<file path="src/rtl/bus_regbank_pkg.sv">
// bus_regbank_pkg: shared defaults, write-counter width/saturation, select-width helper
package bus_regbank_pkg;
  localparam int DATA_W_DEF = 16;
  localparam int NUM_REGS_DEF = 4;
  localparam int CNT_W = 8;
  localparam logic [0:CNT_W-1] CNT_MAX = '1;
  function automatic int sel_w(input int n);
    return (n > 2) ? $clog2(n) : 1;
  endfunction
endpackage

</file>
<file path="src/rtl/bus_regbank_if.sv">
// bus_regbank_if: write bus, read handshake and status view; BUS_REGBANK_WRCNT_EN adds wr_cnt
interface bus_regbank_if
  import bus_regbank_pkg::*;
#(
  parameter int DATA_W = DATA_W_DEF,
  parameter int NUM_REGS = NUM_REGS_DEF
);
  localparam int SEL_W = sel_w(NUM_REGS);
  logic [0:DATA_W-1] data;
  logic [0:NUM_REGS-1] wr_en;
  logic clr;
  logic rd_req;
  logic [0:SEL_W-1] rd_sel;
  logic [0:DATA_W-1] rd_data;
  logic rd_valid;
  logic rd_err;
  logic [0:NUM_REGS*DATA_W-1] q;
  logic [0:NUM_REGS-1] dirty;
  logic [0:NUM_REGS-1] ovf;
`ifdef BUS_REGBANK_WRCNT_EN
  logic [0:NUM_REGS*CNT_W-1] wr_cnt;
  modport master (output data, wr_en, clr, rd_req, rd_sel,
                  input rd_data, rd_valid, rd_err, q, dirty, ovf, wr_cnt);
  modport slave (input data, wr_en, clr, rd_req, rd_sel,
                 output rd_data, rd_valid, rd_err, q, dirty, ovf, wr_cnt);
`else
  modport master (output data, wr_en, clr, rd_req, rd_sel,
                  input rd_data, rd_valid, rd_err, q, dirty, ovf);
  modport slave (input data, wr_en, clr, rd_req, rd_sel,
                 output rd_data, rd_valid, rd_err, q, dirty, ovf);
`endif
endinterface

</file>
<file path="src/rtl/bus_regbank_slot.sv">
// bus_regbank_slot: one register with dirty/overwrite flags; BUS_REGBANK_WRCNT_EN adds a saturating write counter
module bus_regbank_slot
  import bus_regbank_pkg::*;
#(
  parameter int DATA_W = DATA_W_DEF
) (
  input  logic              clk,
  input  logic              reset,
  input  logic [0:DATA_W-1] i_data,
  input  logic              i_we,
  input  logic              i_clr,
  input  logic              i_rd,
  output logic [0:DATA_W-1] o_q,
  output logic              o_dirty,
`ifdef BUS_REGBANK_WRCNT_EN
  output logic [0:CNT_W-1]  o_cnt,
`endif
  output logic              o_ovf
);
  logic [0:DATA_W-1] r_q;
  logic r_dirty;
  logic r_ovf;
  // a write in the same cycle as a read of this slot keeps it dirty and is not an overwrite
  always_ff @(posedge clk or negedge reset)
    if (!reset) begin
      r_q <= '0;
      r_dirty <= 1'b0;
      r_ovf <= 1'b0;
    end else if (i_clr) begin
      r_q <= '0;
      r_dirty <= 1'b0;
      r_ovf <= 1'b0;
    end else if (i_we) begin
      r_q <= i_data;
      r_dirty <= 1'b1;
      if (r_dirty && !i_rd) r_ovf <= 1'b1;
    end else if (i_rd) begin
      r_dirty <= 1'b0;
    end
`ifdef BUS_REGBANK_WRCNT_EN
  logic [0:CNT_W-1] r_cnt;
  always_ff @(posedge clk or negedge reset)
    if (!reset) r_cnt <= '0;
    else if (i_clr) r_cnt <= '0;
    else if (i_we && r_cnt != CNT_MAX) r_cnt <= r_cnt + 1'b1;
  assign o_cnt = r_cnt;
`endif
  assign o_q = r_q;
  assign o_dirty = r_dirty;
  assign o_ovf = r_ovf;
endmodule

</file>
<file path="src/rtl/bus_regbank.sv">
// bus_regbank: broadcast-write register bank with registered read port; BUS_REGBANK_WRCNT_EN enables per-register write counters
module bus_regbank
  import bus_regbank_pkg::*;
#(
  parameter int DATA_W = DATA_W_DEF,
  parameter int NUM_REGS = NUM_REGS_DEF
) (
  input logic clk,
  input logic reset,
  bus_regbank_if.slave bus
);
  logic [0:DATA_W-1] w_regs [NUM_REGS];
  logic w_in_range;
  logic w_rd_ok;
  logic [0:DATA_W-1] r_rd_data;
  logic r_rd_valid;
  logic r_rd_err;
  assign w_in_range = int'(bus.rd_sel) < NUM_REGS;
  assign w_rd_ok = bus.rd_req && w_in_range;
  for (genvar i = 0; i < NUM_REGS; i++) begin : g_slot
    bus_regbank_slot #(.DATA_W(DATA_W)) u_slot (
      .clk     (clk),
      .reset   (reset),
      .i_data  (bus.data),
      .i_we    (bus.wr_en[i]),
      .i_clr   (bus.clr),
      .i_rd    (w_rd_ok && int'(bus.rd_sel) == i),
      .o_q     (w_regs[i]),
      .o_dirty (bus.dirty[i]),
`ifdef BUS_REGBANK_WRCNT_EN
      .o_cnt   (bus.wr_cnt[i*CNT_W +: CNT_W]),
`endif
      .o_ovf   (bus.ovf[i])
    );
    assign bus.q[i*DATA_W +: DATA_W] = w_regs[i];
  end
  // read data is captured from pre-edge state, so clr or a write in the same cycle never affects it
  always_ff @(posedge clk or negedge reset)
    if (!reset) begin
      r_rd_data <= '0;
      r_rd_valid <= 1'b0;
      r_rd_err <= 1'b0;
    end else begin
      r_rd_valid <= w_rd_ok;
      r_rd_err <= bus.rd_req && !w_in_range;
      if (w_rd_ok) r_rd_data <= w_regs[bus.rd_sel];
    end
  assign bus.rd_data = r_rd_data;
  assign bus.rd_valid = r_rd_valid;
  assign bus.rd_err = r_rd_err;
endmodule

</file>
<file path="src/flat_wrapper.sv">
// flat-port wrapper written by rule: the top's interface ports become plain ports
module bus_regbank_flat import bus_regbank_pkg::*;
#(
  parameter int DATA_W = DATA_W_DEF,
  parameter int NUM_REGS = NUM_REGS_DEF
)
  (clk, reset, bus_data, bus_wr_en, bus_clr, bus_rd_req, bus_rd_sel, bus_rd_data, bus_rd_valid, bus_rd_err, bus_q, bus_dirty, bus_ovf);
  bus_regbank_if #(.DATA_W(DATA_W), .NUM_REGS(NUM_REGS)) bus_i ();
  input logic clk;
  input logic reset;
  input wire logic [$bits(bus_i.data)-1:0] bus_data;
  input wire logic [$bits(bus_i.wr_en)-1:0] bus_wr_en;
  input wire logic [$bits(bus_i.clr)-1:0] bus_clr;
  input wire logic [$bits(bus_i.rd_req)-1:0] bus_rd_req;
  input wire logic [$bits(bus_i.rd_sel)-1:0] bus_rd_sel;
  output wire logic [$bits(bus_i.rd_data)-1:0] bus_rd_data;
  output wire logic [$bits(bus_i.rd_valid)-1:0] bus_rd_valid;
  output wire logic [$bits(bus_i.rd_err)-1:0] bus_rd_err;
  output wire logic [$bits(bus_i.q)-1:0] bus_q;
  output wire logic [$bits(bus_i.dirty)-1:0] bus_dirty;
  output wire logic [$bits(bus_i.ovf)-1:0] bus_ovf;
  assign bus_i.data = bus_data;
  assign bus_i.wr_en = bus_wr_en;
  assign bus_i.clr = bus_clr;
  assign bus_i.rd_req = bus_rd_req;
  assign bus_i.rd_sel = bus_rd_sel;
  assign bus_rd_data = bus_i.rd_data;
  assign bus_rd_valid = bus_i.rd_valid;
  assign bus_rd_err = bus_i.rd_err;
  assign bus_q = bus_i.q;
  assign bus_dirty = bus_i.dirty;
  assign bus_ovf = bus_i.ovf;
  bus_regbank #(.DATA_W(DATA_W), .NUM_REGS(NUM_REGS)) u_core (.clk(clk), .reset(reset), .bus(bus_i));
endmodule
</file>
<file path="config.mk">
export PLATFORM = sky130hd
export DESIGN_NAME = bus_regbank_flat
export DESIGN_NICKNAME = d
export VERILOG_FILES = /design/src/rtl/bus_regbank_pkg.sv /design/src/rtl/bus_regbank_if.sv /design/src/rtl/bus_regbank_slot.sv /design/src/rtl/bus_regbank.sv /design/src/flat_wrapper.sv
export SDC_FILE = /design/constraint.sdc
export NUM_CORES = 1
export LEC_CHECK = 0
export ABC_AREA = 1
export BUFFER_PORTS_ARGS = -buffer_cell sky130_fd_sc_hd__buf_2
export CELL_PAD_IN_SITES_DETAIL_PLACEMENT = 1
export CELL_PAD_IN_SITES_GLOBAL_PLACEMENT = 2
export CORE_AREA = 4 4 131 108
export DETAILED_ROUTE_END_ITERATION = 6
export DIE_AREA = 0 0 135 112
export GPL_TIMING_DRIVEN = 0
export PLACE_DENSITY_LB_ADDON = 0.1
export SKIP_LAST_GASP = 1
export SYNTH_ARGS = -nofsm -noshare
export SYNTH_HDL_FRONTEND = slang
export SYNTH_SLANG_ARGS = --single-unit
</file>
<file path="constraint.sdc">
create_clock -name clk -period 1.1 [get_ports clk]
set_input_delay 0.165 -clock clk [delete_from_list [all_inputs] [get_ports clk]]
set_output_delay 0.165 -clock clk [all_outputs]
set_load 0.01 [all_outputs]
</file>
==> results of run 1 <==
## flip-flops by register name, summed over array words and instances (netlist names)
signal                        flops
u_core.g_slot.u_slot.o_q         64
u_core.bus.rd_valid               1
u_core.g_slot.u_slot.o_dirty      4
u_core.bus.rd_data               16
u_core.g_slot.u_slot.o_ovf        4
## synthesized netlist by cell type
| library cell | number | area, um2 |
|---|---|---|
| nand2_1 | 267 | 1000 |
| dfrtp_1 | 89 | 2230 |
| o21ai_0 | 60 | 300 |
| buf_4 | 18 | 135 |
| nand3_1 | 11 | 55.1 |
| a21oi_1 | 8 | 40.0 |
| inv_1 | 8 | 30.0 |
| nor2_1 | 7 | 26.3 |
| clkbuf_1 | 6 | 22.5 |
| buf_2 | 5 | 25.0 |
| o21ai_1 | 4 | 20.0 |
| buf_1 | 2 | 7.51 |
| inv_2 | 2 | 7.51 |
| buf_6 | 1 | 11.3 |
| clkinv_1 | 1 | 3.75 |
| conb_1 | 1 | 3.75 |
| inv_4 | 1 | 6.26 |
| nor2_4 | 1 | 11.3 |
## through the flow
step           total power [W]  instances  area, um2  setup WS [ns]  TNS, ns
5_1_grt                0.00854        799       5190       -0.00988  -0.0317
6_report               0.00818        799       5190         0.0209        0
4_1_cts                0.00826        793       5120        0.00430        0
2_1_floorplan          0.00421        492       3940          0.225        0
3_3_place_gp           0.00478        780       4720         -0.995  -105.68
3_5_place_dp           0.00482        781       4750         -0.411   -19.43
## report_power, final
group          total (W)  internal [W]  switching (W)
combinational    0.00114      0.000413       0.000730
sequential       0.00364       0.00348       0.000161
clock            0.00339       0.00218        0.00121
## cell usage in the layout (no fill, tap or decap), drive strengths merged
master	n
a21oi	8
buf	143
bufinv	3
clkbuf	15
clkinv	1
clkinvlp	1
conb	1
dfrtp	89
dlygate4sd3	2
inv	11
nand2	267
nand3	11
nor2	8
o21ai	64
## final timing paths
path	endpoint	slack, ns	startpoint
max	bus_q[14]	0.02	u_core.g_slot[3].u_slot.o_q[1]$_DFFE_PN0P_
min reg2reg	u_core.bus.rd_data[2]$_DFFE_PN0P_	0.47	u_core.bus.rd_data[2]$_DFFE_PN0P_
min in group asynchronous	u_core.bus.rd_data[7]$_DFFE_PN0P_	0.28	reset
min	u_core.g_slot[0].u_slot.o_ovf$_DFFE_PN0P_	0.13	bus_wr_en[3]
max in group asynchronous	u_core.g_slot[3].u_slot.o_q[13]$_DFFE_PN0P_	0.18	reset
max reg2reg	u_core.bus.rd_data[3]$_DFFE_PN0P_	0.06	u_core.g_slot[0].u_slot.o_q[3]$_DFFE_PN0P_
## cell type report
class	count	area, um2
clock buffer	9	225
sequential	89	2230
inverter	12	51.3
multi-input combinational	359	1470
timing repair buffer	127	754
buffer	24	145
fill	1606	7540
tap	175	219
clock inverter	4	95.1
## layer usage
| layer | global-route usage | vias up | routed length [um] |
|---|---|---|---|
| met1 | 0.282 | 1820 | 6930 |
| met5 | 0 | - | 0 |
| met2 | 0.315 | 110 | 6760 |
| met3 | 0.0393 | 9 | 845 |
| li1 | - | 1794 | - |
| met4 | 0.0457 | 0 | 113 |
## what timing repair did
action,in CTS,in global routing
endpoints found under the setup margin,34,29
gates resized for setup,11,6
hold buffers,2,0
hold endpoints to repair,24,0
setup buffers,5,6
## cell families after synthesis
family          after synthesis
compound gates               72
buf+inv                      44
flops                        89
other cells                   1
simple gates                286
==> metrics.yaml, run 1 <==
worst_setup_path:
  cp.depth: 1
  critPathKind: "reg2out"
  cp_cell_sequence: "buf_2"
  end_kind: "output pin"
  crit_path_top_delay_cell: "dfrtp_1"
  critical_path_required_ns: 0.94
  max_stage_delay_ns: 0.42
  start_kind: "register"
  reg2reg_depth: 7
  crit_buf_inv: 1
  critPathTopFamily: "flip-flops"
  cp_max_fo: 3
  critical_path_arrival_ns: 0.91
flow_run:
  maxCapViolations: 0
logic_synthesis:
  yosys.area_share.simple: 0.278
  synth_cell_types: 18
  synth_area_per_cell_um2: 8.00
  synth_compound_area_frac: 0.0916
  synth_top_family_by_area: "simple AND/OR/NAND/NOR gates"
  syn-cell-area_mm2: 0.00394
  synth-xor-area-share: 0
  synthMuxAreaShare: 0
  synth_adder_area_share: 0
  synth.yosys.seq_area_share: 0.566
  syn_nets: 518
  yosys_warnings: 0
  syn_inst: 492
  synth-seq-cells: 89
detailed_routing:
  drc: 0
  vias: 3733
  drtPass1Iterations: 4
  drt_iter0_markers: 186
  avgViaCountPerCell: 4.67
  ant_nets: 0
  post_drt_wl_per_cell_um: 18.3
  wl_um: 14700
global_routing:
  antenna_found_initial: 0
  grt_pass1_vias: 3980
  grt_usage: 0.199
  grt_max_degree: 67
  grt-ovfl-total: 0
  grt_pass1_wl_um: 22900
min_path:
  min-delay-path-class: "in2reg"
  hold_depth: 3
layout:
  fin_util: 0.407
  nNetsFinal: 648
  drive_gt1_frac: 0.266
  area_growth_syn_to_layout_pct: 31.8
  antenna-diode-count: 0
floorplanning:
  chipWidth_um: 135
  pin_count: 116
  initial_utilization: 0.309
  core.rowCount: 37
  core_area_mm2: 0.0127
  chipHeight_um: 112
  dieArea_mm2: 0.0151
clock_tree:
  cts.reportedPaths.clkPinSlew_ns: 0.06
  clock_latency_ns: 0.34
  htreeDepth: 3
  cts_root_buf: "clkbuf_16"
  cts_buffer_depth: 2
  cts_tree: "yes"
  cts_buffers: 9
  cts_sinks: 89
run_status:
  status: "completed"
sta:
  worst_slew_pin_slew_ns: 0.648
  timing.fmax_mhz: 927
  grt_setup_unrepaired: "true"
  fin_crit_sh: 0.981
  slew_headroom: 0.568
  setup_viol: 0
  fin_hold_ws_ns: 0.132
  fin_skew_ns: 0.00593
  finalHoldViolations: 0
  layout_min_cycle_time_ns: 1.08
  slew_violations: 0
power:
  power_density_mw_per_mm2: 1580
  ir_drop_uv: 691
  p_leak_nw: 2.84
placed_design:
  place_congestion: 0.830
  place_hpwl_um: 10500
  io_buffers: 113
(Power assumes the default switching activity.)
==> run 2: changes to the inputs <==
--- a/config.mk
+++ b/config.mk
@@ -14,6 +14,7 @@
 export DIE_AREA = 0 0 135 112
 export GPL_TIMING_DRIVEN = 0
 export PLACE_DENSITY_LB_ADDON = 0.1
+export REMOVE_ABC_BUFFERS = 1
 export SKIP_LAST_GASP = 1
 export SYNTH_ARGS = -nofsm -noshare
 export SYNTH_HDL_FRONTEND = slang
==> run 2 against run 1 <==
Compared with the run above: final cell count is 2.8% lower; highest routed layer is now met5; the run now ends with hold timing, setup timing left; global-route usage is 1.0 points lower; die area stayed put; critical path type is now in2reg; critical endpoint is now u_core.g_slot[2].u_slot.o_q[3]$_DFFE_PN0P_; routed wire length is 5.6% lower.
==> metrics.yaml, run 2 (synthesis results as in run 1) <==
layout:
  antenna-diode-count: 0  # unchanged
  design_area_mm2: 0.00495  # -4.6%
  area_growth_syn_to_layout_pct: 25.7
  drive_gt1_frac: 0.248  # -0.0185
  largest_reg_flops: 64  # unchanged
  final_cell_mix: "nand2_1, buf_2, dfrtp_1, o21ai_0, buf_4"
  fillers: 1579  # -1.7%
  final_common_cell: "nand2_1"
  nNetsFinal: 623  # -3.9%
power:
  sw_frac_of_total: 0.277  # +0.0193
  cellInternalPower_w: 0.00548  # -9.8%
  power_density_mw_per_mm2: 1530  # -2.9%
  combPwrFrac: 0.136  # -0.004
  p_leak_nw: 2.72  # -4.4%
  seqPwrFrac: 0.481  # +0.036
  power_switching_w: 0.00210  # -0.44%
  power_frac_clock: 0.383  # -0.032
  ir_drop_uv: 659  # -4.6%
  power_w: 0.00757  # -7.4%
detailed_routing:
  met3_length_um: 926  # +9.6%
  drc: 0  # unchanged
  avgViaCountPerCell: 4.67  # about the same
  ant_nets: 0  # unchanged
  vias: 3629  # -2.8%
  top_layer_used: "met5"
  wl_um: 13800  # -5.6%
  met1Wirelength_um: 6060  # -13%
  drt_iter0_markers: 177  # -4.8%
  post_drt_wl_per_cell_um: 17.8  # -2.9%
  drtPass1Iterations: 4  # unchanged
  wl_met2_um: 6680  # -1.2%
run_status:
  status: "finished, violations left"
  violations: "hold timing, setup timing"
placed_design:
  io_buffers: 114  # +0.88%
  place_congestion: 0.719  # -13%
  place_hpwl_um: 8770  # -17%
  postPlaceCellArea_mm2: 0.00458  # -3.7%
worst_setup_path:
  cp_cell_sequence: "buf_2, nor2_2, nand2_1, o21ai_0"
  crit_buf_inv: 1  # unchanged
  max_stage_delay_ns: 0.75  # +0.33 ns
  critPathTopFamily: "simple AND/OR/NAND/NOR gates"
  critical_path_arrival_ns: 1.36  # +0.45 ns
  critical_path_required_ns: 1.34  # +0.40 ns
  cp_max_fo: 16  # +13
  crit_path_top_delay_cell: "nor2_2"
  end_kind: "register"
  critPathKind: "in2reg"
  start_kind: "input pin"
floorplanning:
  initial_utilization: 0.309  # unchanged
  core.rowCount: 37  # unchanged
  chipHeight_um: 112  # unchanged
  dieArea_mm2: 0.0151  # unchanged
  chipWidth_um: 135  # unchanged
  core_area_mm2: 0.0127  # unchanged
  pin_count: 116  # unchanged
clock_tree:
  cts_sinks: 89  # unchanged
  cts_buffer_depth: 2  # unchanged
  clock_latency_ns: 0.33  # about the same
  cts.reportedPaths.clkPinSlew_ns: 0.07  # about the same
  htreeDepth: 3  # unchanged
  cts_tree: "yes"
  cts_root_buf: "clkbuf_16"
  cts_buffers: 9  # unchanged
sta:
  finalHoldViolations: 46  # +46
  layout_min_cycle_time_ns: 1.12  # +0.0453 ns
  worst_slew_pin_slew_ns: 0.906  # +0.258 ns
  setup_viol: 4  # +4
  timing.fmax_mhz: 889  # -4.0%
  slew_headroom: 0.395  # -0.173
  fin_crit_sh: 1.02  # +0.0411
  setup_slack_ns: -0.0243  # -0.0453 ns
  finalSetupTns_ns: -0.0419  # -0.0419 ns
  slew_violations: 0  # unchanged
  fin_hold_ws_ns: -0.145  # -0.277 ns
  grt_setup_unrepaired: "true"
  fin_skew_ns: 0.00669  # +0.000768 ns
global_routing:
  antenna_found_initial: 1  # +1
  grt-ovfl-total: 0  # unchanged
  grt_max_degree: 48  # -28%
  grt_usage: 0.188  # -0.0103
  grt_pass1_vias: 3863  # -2.9%
  grt_pass1_wl_um: 21900  # -4.1%
flow_run:
  maxCapViolations: 0  # unchanged
min_path:
  min-delay-path-class: "in2async"
-- run 2: timing repair --
action	in CTS	in global routing
endpoints found under the setup margin	25	57
gates resized for setup	6	1
cloned	0	0
setup buffers	3	7
endpoints found under the hold margin	46	46
-- run 2: routing by layer --
layer	vias to the layer above	GRT usage
met1	1760	0.240
met4	2	0.0403
met2	111	0.321
met5	-	0
li1	1741	-
met3	15	0.0524
-- run 2: metrics by stage --
step / utilization / setup slack, ns / instances
2_1_floorplan: - / 0.170 / 460
3_3_place_gp: 0.355 / -1.09 / 749
3_5_place_dp: 0.359 / -0.976 / 751
4_1_cts: 0.384 / -0.0293 / 770
5_1_grt: 0.389 / -0.124 / 777
6_report: 0.389 / -0.0243 / 777
-- run 2: worst paths after layout --
| path | start | endpoint | slack [ns] | cells after the start |
|---|---|---|---|---|
| min in group clk | bus_wr_en[1] | u_core.g_slot[2].u_slot.o_ovf$_DFFE_PN0P_ | 0.13 | 3 |
| setup reg to reg | u_core.g_slot[2].u_slot.o_q[3]$_DFFE_PN0P_ | u_core.bus.rd_data[3]$_DFFE_PN0P_ | 0.11 | 7 |
| hold / removal | reset | u_core.bus.rd_data[15]$_DFFE_PN0P_ | -0.14 | 1 |
| hold reg to reg | u_core.bus.rd_data[6]$_DFFE_PN0P_ | u_core.bus.rd_data[6]$_DFFE_PN0P_ | 0.47 | 2 |
| max in group asynchronous | reset | u_core.g_slot[2].u_slot.o_q[13]$_DFFE_PN0P_ | 0.60 | 2 |
| setup / recovery | bus_clr | u_core.g_slot[2].u_slot.o_q[3]$_DFFE_PN0P_ | -0.02 | 4 |
-- run 2: power groups by stage --
stage               Clock (W)  Combinational (W)  Sequential (W)
finish                0.00290            0.00103         0.00364
global route          0.00313            0.00117         0.00367
CTS                   0.00298            0.00104         0.00364
detailed placement          0            0.00103         0.00370
global placement            0           0.000986         0.00370
floorplan                   0           0.000332         0.00377
-- run 2: cell type report --
type                            instances  area, um2  area share
Clock buffer                           13        260      0.0526
Clock inverter                          3       15.0     0.00304
Inverter                               12       58.8      0.0119
Multi-Input combinational cell        359       1470       0.296
Sequential cell                        89       2230       0.450
Tap cell                              175        219      0.0443
Timing Repair Buffer                  126        699       0.141
